--- src/rtl/text_buffer_writer.sv ---
// Host write engine for the HDMI console char/attr text RAM: cursor-addressed
// character writes, hardware line scrolling via a row offset, and full-buffer clear.
module text_buffer_writer #(
    parameter int COLS      = 80,
    parameter int ROWS      = 30,
    parameter int PHYS_ROWS = 64
) (
    input  logic        i_clock_core,
    input  logic        i_reset_n,
    input  logic        i_host_we,
    input  logic [2:0]  i_host_addr,
    input  logic [7:0]  i_host_wdata,
    output logic        o_busy,
    output logic        o_ram_we,
    output logic [12:0] o_ram_waddr,
    output logic [7:0]  o_ram_wchar,
    output logic [7:0]  o_ram_wattr,
    output logic [7:0]  o_row_offset
);

    // state  | meaning
    // IDLE   | accepting host register writes, BUSY low
    // SCROLL | blanking the row about to scroll into view, then bumping the offset
    // CLEAR  | blanking every physical row, then homing cursor and offset
    typedef enum logic [1:0] {ST_IDLE, ST_SCROLL, ST_CLEAR} state_t;

    localparam logic [7:0] L_COLS8    = 8'(COLS);
    localparam logic [7:0] L_ROWS8    = 8'(ROWS);
    localparam logic [6:0] L_LAST_COL = 7'(COLS - 1);
    localparam logic [4:0] L_LAST_ROW = 5'(ROWS - 1);
    localparam logic [6:0] L_END_COL  = 7'(COLS);
    localparam logic [6:0] L_END_ROW  = 7'(PHYS_ROWS);
    localparam logic [5:0] L_ROWS6    = 6'(ROWS);
    localparam logic [7:0] L_BLANK    = 8'h20;

    state_t      r_state, w_state_nxt;
    logic [6:0]  r_col, w_col_nxt;
    logic [4:0]  r_row, w_row_nxt;
    logic [7:0]  r_attr, w_attr_nxt;
    logic [5:0]  r_offset, w_offset_nxt;
    logic [6:0]  r_cnt_col, w_cnt_col_nxt;
    logic [6:0]  r_cnt_row, w_cnt_row_nxt;
    logic        r_busy, w_busy_nxt;
    logic        r_we, w_we_nxt;
    logic [12:0] r_waddr, w_waddr_nxt;
    logic [7:0]  r_wchar, w_wchar_nxt;
    logic [7:0]  r_wattr, w_wattr_nxt;

    logic [5:0]  w_phys_row;
    logic [5:0]  w_scroll_row;
    logic        w_start_scroll;
    logic        w_start_clear;

    assign w_phys_row   = {1'b0, r_row} + r_offset;
    // Row just below the visible window; wraps naturally in 6 bits.
    assign w_scroll_row = r_offset + L_ROWS6;

    always_comb begin
        w_state_nxt    = r_state;
        w_col_nxt      = r_col;
        w_row_nxt      = r_row;
        w_attr_nxt     = r_attr;
        w_offset_nxt   = r_offset;
        w_cnt_col_nxt  = r_cnt_col;
        w_cnt_row_nxt  = r_cnt_row;
        w_busy_nxt     = r_busy;
        w_we_nxt       = 1'b0;
        w_waddr_nxt    = r_waddr;
        w_wchar_nxt    = r_wchar;
        w_wattr_nxt    = r_wattr;
        w_start_scroll = 1'b0;
        w_start_clear  = 1'b0;

        case (r_state)
            ST_IDLE: begin
                if (i_host_we) begin
                    case (i_host_addr)
                        3'd0: w_col_nxt = (i_host_wdata < L_COLS8) ? i_host_wdata[6:0] : 7'd0;
                        3'd1: w_row_nxt = (i_host_wdata < L_ROWS8) ? i_host_wdata[4:0] : L_LAST_ROW;
                        3'd2: w_attr_nxt = i_host_wdata;
                        3'd3: begin
                            w_we_nxt    = 1'b1;
                            w_waddr_nxt = {w_phys_row, r_col};
                            w_wchar_nxt = i_host_wdata;
                            w_wattr_nxt = r_attr;
                            if (r_col != L_LAST_COL) begin
                                w_col_nxt = r_col + 7'd1;
                            end else begin
                                w_col_nxt = 7'd0;
                                if (r_row != L_LAST_ROW) w_row_nxt = r_row + 5'd1;
                                else                     w_start_scroll = 1'b1;
                            end
                        end
                        3'd4: begin
                            if (i_host_wdata[0]) begin
                                w_start_clear = 1'b1;
                            end else if (i_host_wdata[1]) begin
                                w_col_nxt = 7'd0;
                                if (r_row != L_LAST_ROW) w_row_nxt = r_row + 5'd1;
                                else                     w_start_scroll = 1'b1;
                            end
                        end
                        3'd5: w_offset_nxt = i_host_wdata[5:0];
                        default: ;
                    endcase
                end
                if (w_start_clear) begin
                    w_state_nxt   = ST_CLEAR;
                    w_busy_nxt    = 1'b1;
                    w_cnt_col_nxt = 7'd0;
                    w_cnt_row_nxt = 7'd0;
                end else if (w_start_scroll) begin
                    w_state_nxt   = ST_SCROLL;
                    w_busy_nxt    = 1'b1;
                    w_cnt_col_nxt = 7'd0;
                end
            end

            ST_SCROLL: begin
                if (r_cnt_col == L_END_COL) begin
                    // Offset moves only once the new row is fully blank.
                    w_offset_nxt = r_offset + 6'd1;
                    w_busy_nxt   = 1'b0;
                    w_state_nxt  = ST_IDLE;
                end else begin
                    w_we_nxt      = 1'b1;
                    w_waddr_nxt   = {w_scroll_row, r_cnt_col};
                    w_wchar_nxt   = L_BLANK;
                    w_wattr_nxt   = r_attr;
                    w_cnt_col_nxt = r_cnt_col + 7'd1;
                end
            end

            ST_CLEAR: begin
                if (r_cnt_row == L_END_ROW) begin
                    w_offset_nxt = 6'd0;
                    w_col_nxt    = 7'd0;
                    w_row_nxt    = 5'd0;
                    w_busy_nxt   = 1'b0;
                    w_state_nxt  = ST_IDLE;
                end else begin
                    w_we_nxt    = 1'b1;
                    w_waddr_nxt = {r_cnt_row[5:0], r_cnt_col};
                    w_wchar_nxt = L_BLANK;
                    w_wattr_nxt = r_attr;
                    if (r_cnt_col == L_LAST_COL) begin
                        w_cnt_col_nxt = 7'd0;
                        w_cnt_row_nxt = r_cnt_row + 7'd1;
                    end else begin
                        w_cnt_col_nxt = r_cnt_col + 7'd1;
                    end
                end
            end

            default: w_state_nxt = ST_IDLE;
        endcase
    end

    always_ff @(posedge i_clock_core or negedge i_reset_n) begin
        if (!i_reset_n) begin
            r_state   <= ST_IDLE;
            r_col     <= 7'd0;
            r_row     <= 5'd0;
            r_attr    <= 8'h0F;
            r_offset  <= 6'd0;
            r_cnt_col <= 7'd0;
            r_cnt_row <= 7'd0;
            r_busy    <= 1'b0;
            r_we      <= 1'b0;
            r_waddr   <= 13'd0;
            r_wchar   <= 8'd0;
            r_wattr   <= 8'd0;
        end else begin
            r_state   <= w_state_nxt;
            r_col     <= w_col_nxt;
            r_row     <= w_row_nxt;
            r_attr    <= w_attr_nxt;
            r_offset  <= w_offset_nxt;
            r_cnt_col <= w_cnt_col_nxt;
            r_cnt_row <= w_cnt_row_nxt;
            r_busy    <= w_busy_nxt;
            r_we      <= w_we_nxt;
            r_waddr   <= w_waddr_nxt;
            r_wchar   <= w_wchar_nxt;
            r_wattr   <= w_wattr_nxt;
        end
    end

    assign o_busy       = r_busy;
    assign o_ram_we     = r_we;
    assign o_ram_waddr  = r_waddr;
    assign o_ram_wchar  = r_wchar;
    assign o_ram_wattr  = r_wattr;
    assign o_row_offset = {2'b00, r_offset};

endmodule

--- config.mk ---
export PLATFORM = sky130hd
export DESIGN_NAME = text_buffer_writer
export DESIGN_NICKNAME = d
export VERILOG_FILES = /design/src/rtl/text_buffer_writer.sv
export SDC_FILE = /design/constraint.sdc
export NUM_CORES = 1
export LEC_CHECK = 0
export BUFFER_PORTS_ARGS = -buffer_cell sky130_fd_sc_hd__buf_2
export CORE_MARGIN = 1
export CORE_UTILIZATION = 50
export DETAILED_ROUTE_END_ITERATION = 16
export PLACE_DENSITY = 0.66
export REMOVE_ABC_BUFFERS = 1
export SYNTH_ARGS = -nofsm -noshare
export SYNTH_HDL_FRONTEND = slang
export SYNTH_SLANG_ARGS = --single-unit
--- constraint.sdc ---
create_clock -name i_clock_core -period 2.6 [get_ports i_clock_core]
set_clock_uncertainty 0.2 [all_clocks]
set_input_delay 0 -clock i_clock_core [delete_from_list [all_inputs] [get_ports i_clock_core]]
set_output_delay 0 -clock i_clock_core [all_outputs]
set_load 0.05 [all_outputs]
# Word level (Yosys, flattened, before mapping)
# Cells that the tools add are included.
dict set report totals {
  register_bits 73
  out_inout_bits 39
  wordCells 134
}
dict set report classes {
  n_addsub 7
  order_cmp 2
  n_eq_ne 27
  mux 73
  n_reduce_logical 13
}
# operator count
set ops {}
lappend ops {{7-bit two-way mux} 14}
lappend ops {{8-bit two-way mux} 8}
lappend ops {{13-bit two-way mux} 4}
lappend ops {{8-bit case mux with 3 select lines} 2}
lappend ops {{7-bit case mux with 3 select lines} 2}
lappend ops {{13-bit case mux with 3 select lines} 1}
lappend ops {{5-bit two-way mux} 7}
lappend ops {{7-bit case mux with 2 select lines} 2}
lappend ops {{6-bit two-way mux} 4}
lappend ops {{7-bit by 1-bit adder with 7-bit output (second input constant)} 3}
lappend ops {{7-bit equality test (second input constant)} 3}
lappend ops {{1-bit two-way mux} 18}
lappend ops {{6-bit case mux with 3 select lines} 1}
lappend ops {{5-bit case mux with 3 select lines} 1}
lappend ops {{2-bit inequality test (second input constant)} 6}
lappend ops {{4-bit AND reduction} 3}
lappend ops {{5-bit case mux with 2 select lines} 1}
lappend ops {{5-bit AND reduction} 2}
lappend ops {{3-bit inequality test (second input constant)} 3}
lappend ops {{8-bit by 5-bit < comparator with 1-bit output (second input constant)} 1}
lappend ops {{8-bit by 7-bit < comparator with 1-bit output (second input constant)} 1}
lappend ops {{2-bit two-way mux} 4}
lappend ops {{4-bit by 1-bit inequality test with 1-bit output (second input constant)} 2}
lappend ops {{7-bit inequality test (second input constant)} 1}
lappend ops {{other kinds (22)} 28}

# Depth between registers and ports, before layout
dict set report logic_depth {
  depth_word 10
  ltp_mapped 9
  mapped_depth_nobuf 8
}

# Worst setup path after synthesis
# No wires, ideal clock.
dict set report synth_timing {
  path_type {reg2reg}
  startpoint {register r_offset[0]}
  endpoint {register r_waddr[11], in the netlist o_ram_waddr[11]}
  setup_time_ps 95
  t_arrival_ps 2003
  required_time_ps 2305
  path_slack_ps 302
  path_stages_with_launch 9
  path_buffers 0
  path_cell_list {dfrtp_1 ha_1 inv_1 fa_1 nor2b_1 o21a_1 nor3_1 o21a_1 o31ai_1}
}
dict set report synth_between {
  elab_chain_len 4
  elab_cells_between_ends 6
}
# element line_no
set synth_lines {}
lappend synth_lines {{from (decl)} 40} ;# logic [5:0] r_offset, w_offset_nxt;
lappend synth_lines {{from (signal assigned)} 178} ;# r_offset <= w_offset_nxt;
lappend synth_lines {{5-bit by 6-bit adder with 6-bit output} 54} ;# assign w_phys_row = {1'b0, r_row} + r_offset;
lappend synth_lines {{13-bit two-way mux} 77} ;# case (i_host_addr)
lappend synth_lines {{13-bit two-way mux} 76} ;# if (i_host_we) begin
lappend synth_lines {{13-bit case mux with 3 select lines *} 74} ;# case (r_state)
lappend synth_lines {{to (signal assigned)} 183} ;# r_waddr <= w_waddr_nxt;
lappend synth_lines {{to (decl)} 45} ;# logic [12:0] r_waddr, w_waddr_nxt;
# Every way passes the cells marked *; elsewhere a longest branch is shown, timed or not. The select of a mux whose other input is x is not followed.
# A chain may end at the register's enable or synchronous reset.

# Worst setup path after layout
dict set report layout_timing {
  startpoint {register r_state[0]}
  endpoint {register r_cnt_row[3]}
}
dict set report layout_between {
  elab_chain_len 3
  elab_cells_between_ends 8
}
# element line_no
set layout_lines {}
lappend layout_lines {{from (decl)} 36} ;# state_t r_state, w_state_nxt;
lappend layout_lines {{from (signal assigned)} 174} ;# r_state <= w_state_nxt;
lappend layout_lines {{2-bit equality test / 2-bit zero test (equally long branches)} 74}
lappend layout_lines {{2-bit inequality test (no source line), or another cell as far along} -}
lappend layout_lines {{4-bit AND reduction (no source line)} -}
lappend layout_lines {{to (signal assigned)} 180} ;# r_cnt_row <= w_cnt_row_nxt;
lappend layout_lines {{to (decl)} 42} ;# logic [6:0] r_cnt_row, w_cnt_row_nxt;
# Several ways; a longest one is shown, not always the timed one.

==> impl_metrics.toml <==
[place]
gp_congestion = 0.897
hpwl_um = 8210
dpl_cell_area_um2 = 4940
dp.cells = 617
dp_slack_ps = 223
portBuffers = 50

[critical_path]
slowest_delay_ps = 420
start_kind = "flip-flop"
worstReg2RegEnd = "r_cnt_row[3]"
crit_path_end_kind = "flip-flop"
timing.rr.start = "r_state[0]"
crit_path_max_fanout = 14
crit_chain = "inv_1, ha_1, buf_4, nand3b_1, a211oi_2, o21ai_2, or3_1, a21oi_1"
cp.arrival_ps = 2460
cp_slowest_cell = "dfrtp_1"
crit_family = "compound AO/OA/AOI/OAI gates"
r2r_setup_slack_ps = 210
worstPathRequired_ps = 2660
path_buf_inv = 2
r2r_cells = 8
path_class = "reg -> reg"

[final_layout]
drive_gt1_share_pct = 23.9
final_cell_mix = "69 x dfrtp_1, 49 x buf_2, 48 x nand2_1"
finalNetCount = 564
stdcell_area_um2 = 5270
diodes = 0
area_growth_pct = 15.1
nFillCells = 772
instances_no_fill = 643
final_common_cell = "dfrtp_1"

[hold_path]
hold_path.class = "in -> reg"
hold_path.startpoint = "i_host_addr[1]"
min_path_cells = 4
worstHoldEndpoint = "r_attr[0]"

[timing]
worst_slew_pin_slew_ps = 919
rsz0062_at_grt = "false"
slew_headroom_pct = 38.8
fin_ws_ps = 208
fmax_mhz = 418
whs_ps = 30.6
period_needed_ps = 2390
finalHoldViolations = 0
maxSlewViolCount = 0
post-route-period-util_pct = 92.0
setup_violations = 0

[grt]
grt_pass1_vias = 3721
grt_max_degree = 74
antenna_found_initial = 0
grt_pass1_wl_um = 18900
gr-total-overflow = 0
track_usage_pct = 24.9

[routing]
drc_errors = 10
ant_nets = 0
drt-vias-per-instance = 6.07
vias = 3902
routedWlPerCell_um = 17.5
drt_wl_total_um = 11300
dr.pass1.iters = 11
drtIter0Drc = 259

[clocking]
post_cts_buffers = 0
clockBufferDepth = 2
cts_buffers = 9
clk_pin_slew_ps = 80
cts_tree = "yes"
clkSinkCount = 73
htree_levels = 3
clockRootBuffer = "clkbuf_8"
clkLatencyLatePin_ps = 340

[status]
violations = "design-rule violations"
outcome = "finished, violations left"

[job]
maxCapViolations = 0

[die]
core_area_um2 = 8810
fp-row-count = 34
die_w_um = 97.6
start_util_pct = 51.9
io_pins = 53
die_h_um = 97.6
dieArea_um2 = 9530

[yosys]
synth_ff_type = "dfrtp_1"
ys_seq_area_share_pct = 40.1
yosys_warnings = 0
syn-instance-count = 469
syn_area_per_cell_um2 = 9.75
async_flop_share_pct = 100
synth.lib_cells_used.distinct = 83
synth_edf_count = 0
synth_area_um2 = 4570
ys_ff_latch = 73

[pwr]
power_leakage_nw = 2.32
peakVddDrop_mv = 0.494
power.density_nw_per_um2 = 1280
[worst reg2reg max path, stage by stage, from the launching register on]
cell	delay (ps)
dfrtp_1	420
inv_1	100
ha_1	270
buf_4	240
nand3b_1	140
a211oi_2	260
o21ai_2	180
or3_1	380
a21oi_1	150
[area by class of cell]
| type | instances | area (um2) | area share [%] |
|---|---|---|---|
| sequential | 73 | 1830 | 34.8 |
| clock buffer | 12 | 145 | 2.76 |
| multi-input combinational | 348 | 2510 | 47.6 |
| clock inverter | 4 | 76.3 | 1.45 |
| timing repair buffer | 76 | 485 | 9.22 |
| tap | 108 | 135 | 2.57 |
| inverter | 22 | 82.6 | 1.57 |
[stage by stage]
step / setup TNS (ps) / utilization (%) / power [mW]
final: 0 / 59.8 / 6.72
after global routing: 0 / 59.8 / 7.19
after CTS: 0 / 59.8 / 6.74
after detailed placement: 0 / 56.1 / 5.72
after floorplan: -1730 / - / 4.67
after global placement: 0 / 56.1 / 5.66
[repair_timing]
item / 4_1_cts / 5_1_grt
hold buffers: 10 / 0
gates resized for setup: 0 / 0
endpoints found under the hold margin: 91 / 0
[flip-flops by register name, indices dropped and copies added, names as in the netlist]
name / count
r_row: 5
r_cnt_col: 7
r_attr: 8
r_cnt_row: 7
r_col: 7
r_offset: 6
r_state: 2
o_ram_wchar: 8
o_ram_waddr: 13
o_busy: 1
o_ram_we: 1
o_ram_wattr: 8
[routing by layer]
layer	up-vias	track usage (%)	share of wire, %
met5	-	0	0
met4	0	8.62	2.1
met3	22	3.02	4.9
met2	137	37.6	44
met1	1902	36.9	49
li1	1841	-	-
[Yosys cell counts (all sizes together) (3+ instances only)]
library cell | instances | area, um2
a211oi | 6 | 62.6
a21oi | 20 | 104
a221o | 3 | 30.0
a221oi | 4 | 35.0
a22oi | 9 | 67.6
a31oi | 6 | 58.8
a41oi | 3 | 26.3
and2 | 3 | 18.8
and3 | 4 | 25.0
and4 | 3 | 28.8
buf | 16 | 118
clkbuf | 11 | 41.3
dfrtp | 69 | 1730
dfstp | 4 | 105
ha | 19 | 238
inv | 22 | 82.6
mux2 | 20 | 229
mux2i | 3 | 30.0
nand2 | 49 | 186
nand2b | 7 | 43.8
nand3 | 22 | 128
nand3b | 4 | 30.0
nand4 | 5 | 31.3
nand4b | 3 | 26.3
nor2 | 25 | 93.8
nor2b | 8 | 52.6
nor3 | 6 | 41.3
o211ai | 4 | 35.0
o21a | 5 | 37.5
o21ai | 42 | 229
o31ai | 11 | 82.6
o32a | 3 | 30.0
o32ai | 3 | 52.6
o41ai | 3 | 41.3
or3 | 6 | 37.5
xnor2 | 6 | 52.6
xor2 | 4 | 35.0
[worst max-delay path by stage]
stage                 start        endpoint  slack [ps]  depth (start not counted)
6_report         r_state[0]    r_cnt_row[3]         210                          8
2_1_floorplan  r_cnt_col[0]  o_ram_wattr[0]        -150                          6
3_3_place_gp       r_row[1]    r_cnt_col[6]         270                          8
5_1_grt          r_state[0]    r_cnt_row[3]          40                          8
3_5_place_dp     r_state[0]        r_row[2]         220                          7
4_1_cts          r_state[0]        r_row[2]         220                          7
[kinds of logic after synthesis]
| family | Yosys count | synth area share (%) |
|---|---|---|
| XOR/XNOR | 10 | 1.92 |
| AO/OA/AOI/OAI | 135 | 21.9 |
| buffers and inverters | 49 | 5.28 |
| flip-flops | 73 | 40.1 |
| multiplexers | 23 | 5.66 |
| adder cells (fa/ha/maj) | 20 | 5.64 |
| AND/OR/NAND/NOR | 158 | 19.5 |
| other | 1 | 0.0820 |
[report_power, final]
group	internal (mW)	total, mW	switching [mW]
combinational	1.32	3.75	2.43
sequential	1.59	1.98	0.392
clock	0.570	0.997	0.427
total	3.47	6.72	3.25
Power figures use the tool's default switching activity.
